## config.mk

```make
export PLATFORM = sky130hd
export DESIGN_NAME = divider_32bit
export DESIGN_NICKNAME = d
export VERILOG_FILES = /design/src/rtl/divider_32bit.sv
export SDC_FILE = /design/constraint.sdc
export NUM_CORES = 1
export LEC_CHECK = 0
export CORE_UTILIZATION = 59
export DETAILED_ROUTE_END_ITERATION = 10
export PLACE_DENSITY = 0.86
export SYNTH_ARGS = -nofsm -noshare
export SYNTH_HDL_FRONTEND = slang
export SYNTH_SLANG_ARGS = --single-unit
```

## constraint.sdc

```tcl
create_clock -name clk -period 17.5 [get_ports clk]
set_clock_uncertainty 0.2 [all_clocks]
set_input_delay 3.5 -clock clk [delete_from_list [all_inputs] [get_ports clk]]
set_output_delay 3.5 -clock clk [all_outputs]
set_load 0.02 [all_outputs]
```

## src/rtl/divider_32bit.sv

```systemverilog
// Unsigned restoring divider: one quotient bit per cycle, done pulses WIDTH+1 cycles after start (1 cycle for b=0).
// start is only honoured in IDLE; requests while busy or done are dropped, never queued.
module divider_32bit #(
  parameter int WIDTH = 32
) (
  input  logic             clk,
  input  logic             rst,
  input  logic             start,
  input  logic [WIDTH-1:0] a,
  input  logic [WIDTH-1:0] b,
  output logic [WIDTH-1:0] quotient,
  output logic [WIDTH-1:0] remainder,
  output logic             busy,
  output logic             done,
  output logic             div_by_zero
);

  localparam int CW = (WIDTH > 1) ? $clog2(WIDTH) : 1;
  localparam logic [CW-1:0] LAST = CW'(WIDTH - 1);

  typedef enum logic [1:0] {
    IDLE = 2'd0,
    RUN  = 2'd1,
    DONE = 2'd2
  } state_t;

  state_t state, state_nxt;

  logic [WIDTH-1:0] p_reg;
  logic [WIDTH-1:0] q_reg;
  logic [WIDTH-1:0] d_reg;
  logic [CW-1:0]    cnt;

  logic [WIDTH:0]   p_shift;
  logic [WIDTH:0]   t;
  logic             carry;
  logic [WIDTH-1:0] p_nxt;
  logic [WIDTH-1:0] q_nxt;
  logic             t_msb_unused;

  // Trial subtraction P' - D as an add of the complement; carry-out means no borrow.
  assign p_shift = {p_reg, q_reg[WIDTH-1]};
  assign {carry, t} = {1'b0, p_shift} + {1'b0, ~{1'b0, d_reg}} + (WIDTH + 2)'(1);

  // When the subtraction is kept, T < D, so its top bit is always zero.
  assign t_msb_unused = t[WIDTH];

  assign p_nxt = carry ? t[WIDTH-1:0] : p_shift[WIDTH-1:0];
  assign q_nxt = {q_reg[WIDTH-2:0], carry};

  always_ff @(posedge clk or posedge rst) begin
    if (rst) begin
      state <= IDLE;
    end else begin
      state <= state_nxt;
    end
  end

  always_comb begin
    state_nxt = state;
    busy      = 1'b0;
    done      = 1'b0;
    case (state)
      IDLE: begin
        if (start) begin
          state_nxt = (b == '0) ? DONE : RUN;
        end
      end
      RUN: begin
        busy = 1'b1;
        if (cnt == LAST) begin
          state_nxt = DONE;
        end
      end
      DONE: begin
        done      = 1'b1;
        state_nxt = IDLE;
      end
      default: begin
        state_nxt = IDLE;
      end
    endcase
  end

  // Result registers load only on entry to DONE so they stay put while iterating.
  always_ff @(posedge clk or posedge rst) begin
    if (rst) begin
      p_reg       <= '0;
      q_reg       <= '0;
      d_reg       <= '0;
      cnt         <= '0;
      quotient    <= '0;
      remainder   <= '0;
      div_by_zero <= 1'b0;
    end else begin
      case (state)
        IDLE: begin
          if (start) begin
            p_reg       <= '0;
            q_reg       <= a;
            d_reg       <= b;
            cnt         <= '0;
            div_by_zero <= (b == '0);
            if (b == '0) begin
              quotient  <= '1;
              remainder <= a;
            end
          end
        end
        RUN: begin
          p_reg <= p_nxt;
          q_reg <= q_nxt;
          cnt   <= cnt + CW'(1);
          if (cnt == LAST) begin
            quotient  <= q_nxt;
            remainder <= p_nxt;
          end
        end
        default: begin
        end
      endcase
    end
  end

endmodule

```

==> results by stage, run 1 <==
Outcome:
- The run finished with clean final reports.

Setup path:
- The critical path required time is 17.66 ns.
- The data arrival time of the critical path is 7.05 ns.
- The worst setup path is launched from an input port.
- The largest individual stage delay along the critical path comes from the cell sky130_fd_sc_hd__nor3_1.
- STA classifies the critical path endpoint as a flip-flop.
- In this design, the stage delay of the slowest critical-path cell is 0.78 ns.
- The critical path is of the input port to flip-flop type.
- Traced cell by cell, the critical path runs through clkdlybuf4s50_1 -> nor4_1 -> nand4_1 -> nor3_1 -> nor2_4 -> buf_4 -> inv_2 -> o221ai_1 -> a21oi_1.
- Along the worst path, the maximum fanout reaches 72.

Logic synthesis:
- The async set or reset register ratio after synthesis is 1.00.
- The number of nets produced by synthesis is 1113.
- In this run, distinct cell masters in the synthesized netlist total 66.
- The synthesis-stage register bit count is 168.
- The cell count after synthesis is 1011.
- Counting flops with a built-in enable in the synthesized netlist gives 0.
- The share of the Yosys chip area taken by registers is 0.465.
- Yosys printed 0 warnings.
- The mean cell area of the mapped netlist is 8.94 µm².
- The cell area that synthesis handed to floorplanning was 9040 µm².
- For this run, the leading register cell type out of synthesis is sky130_fd_sc_hd__dfrtp_1.

Floorplan:
- During I/O placement, the number of pins put on the boundary was 134.
- The floorplan step set the die height to 126 µm.
- The chip width is 126 µm.
- The die covers 15800 µm².
- For this configuration, the core starts out at a cell density of 0.613.
- The core region is 14800 µm².
- The number of core rows is 44.

Global routing:
- The via count of the first global-routing pass is 7267.
- The initial antenna violation count is 0.
- The most heavily used metal layer in global routing is met2.
- The met1 track demand over resource in global routing is 0.430.
- The met3 track demand over resource in global routing is 0.0552.
- Entering global routing, the biggest net connects 104 pins.
- The all-layer global routing usage is 0.297.
- The first global-routing pass estimated 36.9 mm of wire.
- The met2 track utilization from global routing is 0.453.
- For this run the aggregate overflow at the end of global routing stands at 0.

Drt:
- The vias per cell is 5.91.
- Summed over all layers, the routed wires come to 22.4 mm.
- The final routed DRC violation total is 0.
- The first-pass iteration count of the detailed router is 5.
- The post-route antenna net violation count is 0.
- The average routed wire per standard cell is 17.1 µm.
- The vias after detailed routing is 7725.
- The first-iteration detailed-routing DRC count is 717.

Timing:
- Setup repair after global routing left no endpoint under its margin.
- The number of endpoints with negative hold slack in the final report is 0.
- The max-slew headroom at the worst pin is 0.332.
- The final max-slew violation count is 0.
- The final setup violation count is 0.
- The clock period could shrink to 6.89 ns.
- The sum of negative setup slack is 0 ns.
- For the pin with the worst max-slew slack, the measured transition is 1.00 ns.
- The post-route fraction of the period consumed by the critical path is 0.394.
- The fmax is 0.145 GHz.
- Across all hold checks on the routed design, the worst slack comes to 0.290 ns.

Layout:
- The layout cell share with drive strength beyond 1 is 0.0703.
- The layout overhead on the synthesized area is 21.6%.
- In the final design database the tool counted 1213 nets.
- The number of diodes is 0.

Flow run:
- The reported max-cap violation count is 0.

Clock tree:
- The post-cts hold buffer count is 0.
- The maximum buffer depth of the clock tree is 2.
- The number of H-tree branching levels is 4.
- The number of CTS-inserted buffers is 17.
- Buffers added to address setup during post-CTS repair amount to 0.
- The post-CTS resize count is 0.
- The clock latency on the worst-skew pair is 0.43 ns.
- TritonCTS built the clock tree.
- The clock sink total is 168.
- Clock-pin slew was measured on the worst setup and hold paths at 0.06 ns.
- The tree is rooted in a sky130_fd_sc_hd__clkbuf_16.

Hold path:
- The class of the tightest hold or removal check is flip-flop to flip-flop.

Placement:
- The wire-length estimate of the detail-placed layout is 15.9 mm.
- The count of buffers from port buffering is 133.
- Routability-driven placement finished with a final weighted congestion of 0.881.
## worst max-delay path: cells and delay by family
family | cells | cell delay, ns
AOI/OAI and AO/OA | 2 | 0.40
and+or+nand+nor | 4 | 1.59
buffers and inverters | 3 | 1.48
## cell usage in the layout (no fill, tap or decap), types with 25 or more instances in the layout
cell type                         count
sky130_fd_sc_hd__nand2_1            164
sky130_fd_sc_hd__o21ai_1             32
sky130_fd_sc_hd__a21o_1              25
sky130_fd_sc_hd__inv_1               43
sky130_fd_sc_hd__nor3_1              37
sky130_fd_sc_hd__o21ai_0             74
sky130_fd_sc_hd__nor2_1             105
sky130_fd_sc_hd__ha_1                34
sky130_fd_sc_hd__clkdlybuf4s50_1    133
sky130_fd_sc_hd__a21oi_1             64
sky130_fd_sc_hd__dfrtp_1            168
## final cells by class
cell class / count / area [µm²]
Clock buffer: 20 / 467
Multi-Input combinational cell: 738 / 4420
Sequential cell: 168 / 4200
Tap cell: 184 / 230
Fill cell: 1092 / 3760
Inverter: 46 / 178
Clock inverter: 12 / 116
Timing Repair Buffer: 140 / 1380
## routing by layer
| metal | vias to the layer above | share of wire |
|---|---|---|
| met2 | 292 | 0.46 |
| met5 | - | 0 |
| met1 | 3667 | 0.46 |
| met4 | 0 | 0.018 |
| li1 | 3733 | - |
| met3 | 33 | 0.061 |
## path summary, 6_finish.rpt
path                                           from                   endpoint  slack, ns  cells after the start
max                                            b[4]  remainder[27]$_DFFE_PP0P_      10.61                      9
min                        remainder[7]$_DFFE_PP0P_   remainder[7]$_DFFE_PP0P_       0.29                      2
max reg2reg                    state[0]$_DFFE_PP0P_  remainder[27]$_DFFE_PP0P_      13.82                      9
min reg2reg                remainder[7]$_DFFE_PP0P_   remainder[7]$_DFFE_PP0P_       0.29                      2
max in group asynchronous                       rst       q_reg[9]$_DFFE_PP0P_      12.26                      3
min in group asynchronous                       rst       d_reg[7]$_DFFE_PP0P_       3.45                      2
## synthesized netlist by cell type (3+ instances only)
library cell | instances | area share
sky130_fd_sc_hd__o21ai_1 | 32 | 0.018
sky130_fd_sc_hd__a211oi_1 | 5 | 0.0042
sky130_fd_sc_hd__a21oi_2 | 8 | 0.0078
sky130_fd_sc_hd__nor2b_1 | 3 | 0.0021
sky130_fd_sc_hd__nand4_1 | 6 | 0.0042
sky130_fd_sc_hd__or3_1 | 7 | 0.0048
sky130_fd_sc_hd__buf_1 | 3 | 0.0012
sky130_fd_sc_hd__and3_1 | 5 | 0.0035
sky130_fd_sc_hd__inv_1 | 44 | 0.018
sky130_fd_sc_hd__a41oi_1 | 4 | 0.0039
sky130_fd_sc_hd__o22ai_1 | 7 | 0.0048
sky130_fd_sc_hd__buf_6 | 4 | 0.0050
sky130_fd_sc_hd__o221ai_2 | 8 | 0.013
sky130_fd_sc_hd__nor4_1 | 9 | 0.0062
sky130_fd_sc_hd__ha_1 | 34 | 0.047
sky130_fd_sc_hd__nor3_1 | 37 | 0.020
sky130_fd_sc_hd__dfrtp_1 | 168 | 0.47
sky130_fd_sc_hd__o221ai_1 | 8 | 0.0078
sky130_fd_sc_hd__a21oi_1 | 64 | 0.035
sky130_fd_sc_hd__nand2_1 | 164 | 0.068
sky130_fd_sc_hd__xnor2_1 | 13 | 0.013
sky130_fd_sc_hd__nand2b_1 | 6 | 0.0042
sky130_fd_sc_hd__clkbuf_1 | 38 | 0.016
sky130_fd_sc_hd__nor2_1 | 105 | 0.044
sky130_fd_sc_hd__nand3_1 | 12 | 0.0066
sky130_fd_sc_hd__a21o_1 | 25 | 0.021
sky130_fd_sc_hd__a22o_1 | 3 | 0.0029
sky130_fd_sc_hd__o21a_1 | 5 | 0.0042
sky130_fd_sc_hd__mux2i_1 | 22 | 0.024
sky130_fd_sc_hd__buf_2 | 13 | 0.0072
sky130_fd_sc_hd__and2_1 | 4 | 0.0028
sky130_fd_sc_hd__a31oi_1 | 7 | 0.0048
sky130_fd_sc_hd__a32oi_1 | 3 | 0.0029
sky130_fd_sc_hd__o21bai_1 | 7 | 0.0058
sky130_fd_sc_hd__xor2_1 | 12 | 0.012
sky130_fd_sc_hd__o21ai_0 | 74 | 0.041
## kinds of logic after synthesis
| kind of cell | count (synthesis) | share of synthesized area |
|---|---|---|
| buffers and inverters | 105 | 0.0491 |
| flip-flops | 168 | 0.465 |
| AO/OA/AOI/OAI | 287 | 0.210 |
| AND/OR/NAND/NOR | 368 | 0.176 |
| multiplexers | 23 | 0.0256 |
| adder cells (fa/ha/maj) | 35 | 0.0493 |
| XOR/XNOR | 25 | 0.0242 |
## through the flow
stage / utilization / setup slack [ns] / cell area [µm²] / std cells
2_1_floorplan: - / 9.25 / 9040 / 1011
3_3_place_gp: 0.706 / 10.32 / 10400 / 1276
3_5_place_dp: 0.706 / 10.19 / 10400 / 1276
4_1_cts: 0.745 / 10.63 / 11000 / 1308
5_1_grt: 0.745 / 10.48 / 11000 / 1308
6_report: 0.745 / 10.61 / 11000 / 1308
Power of run 1 is not shown: default switching activity piles up to over one toggle a cycle in this logic, so the estimate is an artifact.
==> run 2: changes to the inputs <==
- CORE_UTILIZATION: 59 -> 50
- PLACE_DENSITY: 0.86 -> 0.77
- clock period: 17.5 -> 6.15 ns (I/O delays scaled with it)
==> run 2 against run 1 <==
  * Sequential share of layout area fell by 0.25 points
  * Global-route usage fell by 4.0 points
  * Critical path depth rose by 3
  * Register-to-register slack got worse by 12 ns
  * Via count fell by 0.78%
  * Clock-buffer cell count did not move
  * Routed wire length rose by 0.54%
  * Highest routed layer unchanged
  * First-iteration DRC count fell by 18%
==> results by stage, run 2 (same netlist as run 1, synthesis figures left out) <==
Setup path:
- STA puts the critical path data required time at 6.31 ns.
- The kind of critical path is flip-flop to flip-flop.
- The peak per-stage delay on the critical path is 0.77 ns.
- The critical path goes through inv_1 -> ha_1 -> nor2b_1 -> o31a_1 -> o211ai_4 -> a31oi_4 -> o31ai_4 -> a31o_1 -> buf_4 -> mux2i_1 -> a21oi_1 -> o21ai_1.
- The count of buffer and inverter cells on the critical path is 2.
- For this design, the slowest cell found on the critical path is sky130_fd_sc_hd__a31o_1.
- The endpoint kind of the worst setup timing path is a flip-flop.
- The data arrival time of the critical path is 4.07 ns.
- The cell class contributing the biggest share of worst-path delay is compound AO/OA/AOI/OAI gates.
- The sort of element at the start of the critical path is a flip-flop.
- Along the worst path, the maximum fanout reaches 21.

Clock tree:
- Clock-pin slew was measured on the worst setup and hold paths at 0.07 ns.
- In this run, CTS created clock tree buffers numbering 17.
- The tree built by TritonCTS fans out to 168 sinks.
- The cell sitting at the root of the clock tree is a sky130_fd_sc_hd__clkbuf_16.
- The number of H-tree branching levels is 4.
- Gates resized during post-CTS repair numbered 0.
- The CTS tree is done.
- Buffers added to address setup during post-CTS repair amount to 0.
- The later pin in the worst-skew pair is clocked with a latency of 0.44 ns.
- The longest clock path from root to sink contains 2 buffers.
- The post-cts hold buffer count is 0.

Global routing:
- In the global route stage, overall resource usage came out at 0.258.
- The global-route wire length before repair is 36.9 mm.
- For this run the aggregate overflow at the end of global routing stands at 0.
- Entering global routing, the biggest net connects 111 pins.
- The via count of the first global-routing pass is 7213.
- The initial antenna violation count is 0.

Placement:
- The final weighted congestion in routability-driven placement is 0.869.
- The HPWL reported at the end of detailed placement is 16.3 mm.
- The count of buffers from port buffering is 133.

Layout:
- Leaving out fill and tap cells, the most frequent cell in the layout is sky130_fd_sc_hd__dfrtp_1.
- The layout cell share with drive strength beyond 1 is 0.0702.
- The layout overhead on the synthesized area is 22.4%.
- The library cells used most frequently in the layout, excluding fill and tap cells, are 168 x sky130_fd_sc_hd__dfrtp_1, 164 x sky130_fd_sc_hd__nand2_1, 133 x sky130_fd_sc_hd__clkdlybuf4s50_1.
- The repair_antennas step left the layout with diodes totalling 0.
- For this run, the post-layout net count is 1215.

Drt:
- After detailed routing, the average wire length per cell comes to 16.7 µm.
- The first-pass iteration count of the detailed router is 7.
- The detailed router finished its first iteration with 589 violations.
- The vias per cell is 5.67.
- The vias after detailed routing is 7665.
- The post-route antenna net violation count is 0.
- In the routed design, unresolved DRC markers number 0.
- The aggregate routed wire length is 22.5 mm.

Hold path:
- The class of the tightest hold or removal check is flip-flop to flip-flop.

Floorplan:
- The die area is 18600 µm².
- Pin placement for this block handled 134 I/O pins.
- The standard cell core area is 17500 µm².
- The chip width is 136 µm.
- For this configuration, the core starts out at a cell density of 0.517.
- Measured along the y axis, the die boundary spans 136 µm.
- In this run the core area contains 48 standard-cell rows.

Timing:
- Based on the critical path, the design can be clocked at up to 0.256 GHz.
- The sum of negative setup slack is 0 ns.
- Setup repair after global routing left no endpoint under its margin.
- The clock period could shrink to 3.90 ns.
- The final setup violation count is 0.
- The final max-slew violation count is 0.
- The transition time at the pin with the least slew margin is 1.00 ns.
- The number of endpoints with negative hold slack in the final report is 0.
- The post-route fraction of the period consumed by the critical path is 0.635.
- The max-slew headroom at the worst pin is 0.332.

Flow run:
- Max-cap violations in this run came to 0.

Outcome:
- The run finished with clean final reports.
[run 2: changes by cell type in the layout (fill, tap and decap cells not counted)]
cell and delta:
sky130_fd_sc_hd__buf_4 +2, sky130_fd_sc_hd__bufinv_16 +1, sky130_fd_sc_hd__clkbuf_1 +2, sky130_fd_sc_hd__clkbuf_8 -2, sky130_fd_sc_hd__clkinvlp_4 -2, sky130_fd_sc_hd__inv_8 +1
[run 2: metrics by stage]
| stage | util | cells | worst slack (ns) | area (µm²) | hold slack [ns] |
|---|---|---|---|---|---|
| 6_report | 0.633 | 1351 | 2.25 | 11100 | 0.290 |
| 5_1_grt | 0.633 | 1351 | 1.99 | 11100 | 0.327 |
| 4_1_cts | 0.633 | 1351 | 2.27 | 11100 | 0.297 |
| 3_5_place_dp | 0.600 | 1319 | 2.04 | 10500 | 0.280 |
| 3_3_place_gp | 0.600 | 1319 | 2.10 | 10500 | 0.271 |
| 2_1_floorplan | - | 1011 | 0.173 | 9040 | 0.266 |
[run 2: area by class of cell]
class,instances,area (µm²)
clock buffer,20,447
multi-input combinational,738,4420
fill,1462,6410
timing repair buffer,142,1400
inverter,46,178
sequential,168,4200
clock inverter,12,143
tap,225,282
[run 2: per-layer routing]
layer,vias to the layer above,wire (µm),share of wire,track usage
li1,3741,-,-,-
met1,3645,10900,0.48,0.384
met2,262,10100,0.45,0.391
met3,17,1350,0.060,0.0436
met4,0,218,0.0097,0.0593
met5,-,0,0,0
[run 2: path summary, 6_finish.rpt]
| path | startpoint | end | slack [ns] | cells after the start |
|---|---|---|---|---|
| min in group asynchronous | rst | d_reg[6]$_DFFE_PP0P_ | 1.19 | 2 |
| worst min-delay path | remainder[6]$_DFFE_PP0P_ | remainder[6]$_DFFE_PP0P_ | 0.29 | 2 |
| worst max register to register | d_reg[1]$_DFFE_PP0P_ | remainder[2]$_DFFE_PP0P_ | 2.25 | 12 |
| worst min register to register | remainder[6]$_DFFE_PP0P_ | remainder[6]$_DFFE_PP0P_ | 0.29 | 2 |
| max in group asynchronous | rst | quotient[10]$_DFFE_PP0P_ | 3.53 | 3 |
| worst max-delay path | d_reg[1]$_DFFE_PP0P_ | remainder[2]$_DFFE_PP0P_ | 2.25 | 12 |
[run 2: worst register-to-register path, stage by stage, from the launching register on]
cell	delay, ns
sky130_fd_sc_hd__dfrtp_1	0.36
sky130_fd_sc_hd__inv_1	0.16
sky130_fd_sc_hd__ha_1	0.26
sky130_fd_sc_hd__nor2b_1	0.14
sky130_fd_sc_hd__o31a_1	0.33
sky130_fd_sc_hd__o211ai_4	0.22
sky130_fd_sc_hd__a31oi_4	0.13
sky130_fd_sc_hd__o31ai_4	0.34
sky130_fd_sc_hd__a31o_1	0.77
sky130_fd_sc_hd__buf_4	0.40
sky130_fd_sc_hd__mux2i_1	0.29
sky130_fd_sc_hd__a21oi_1	0.07
sky130_fd_sc_hd__o21ai_1	0.15
Power of run 2 is left out for the same reason.
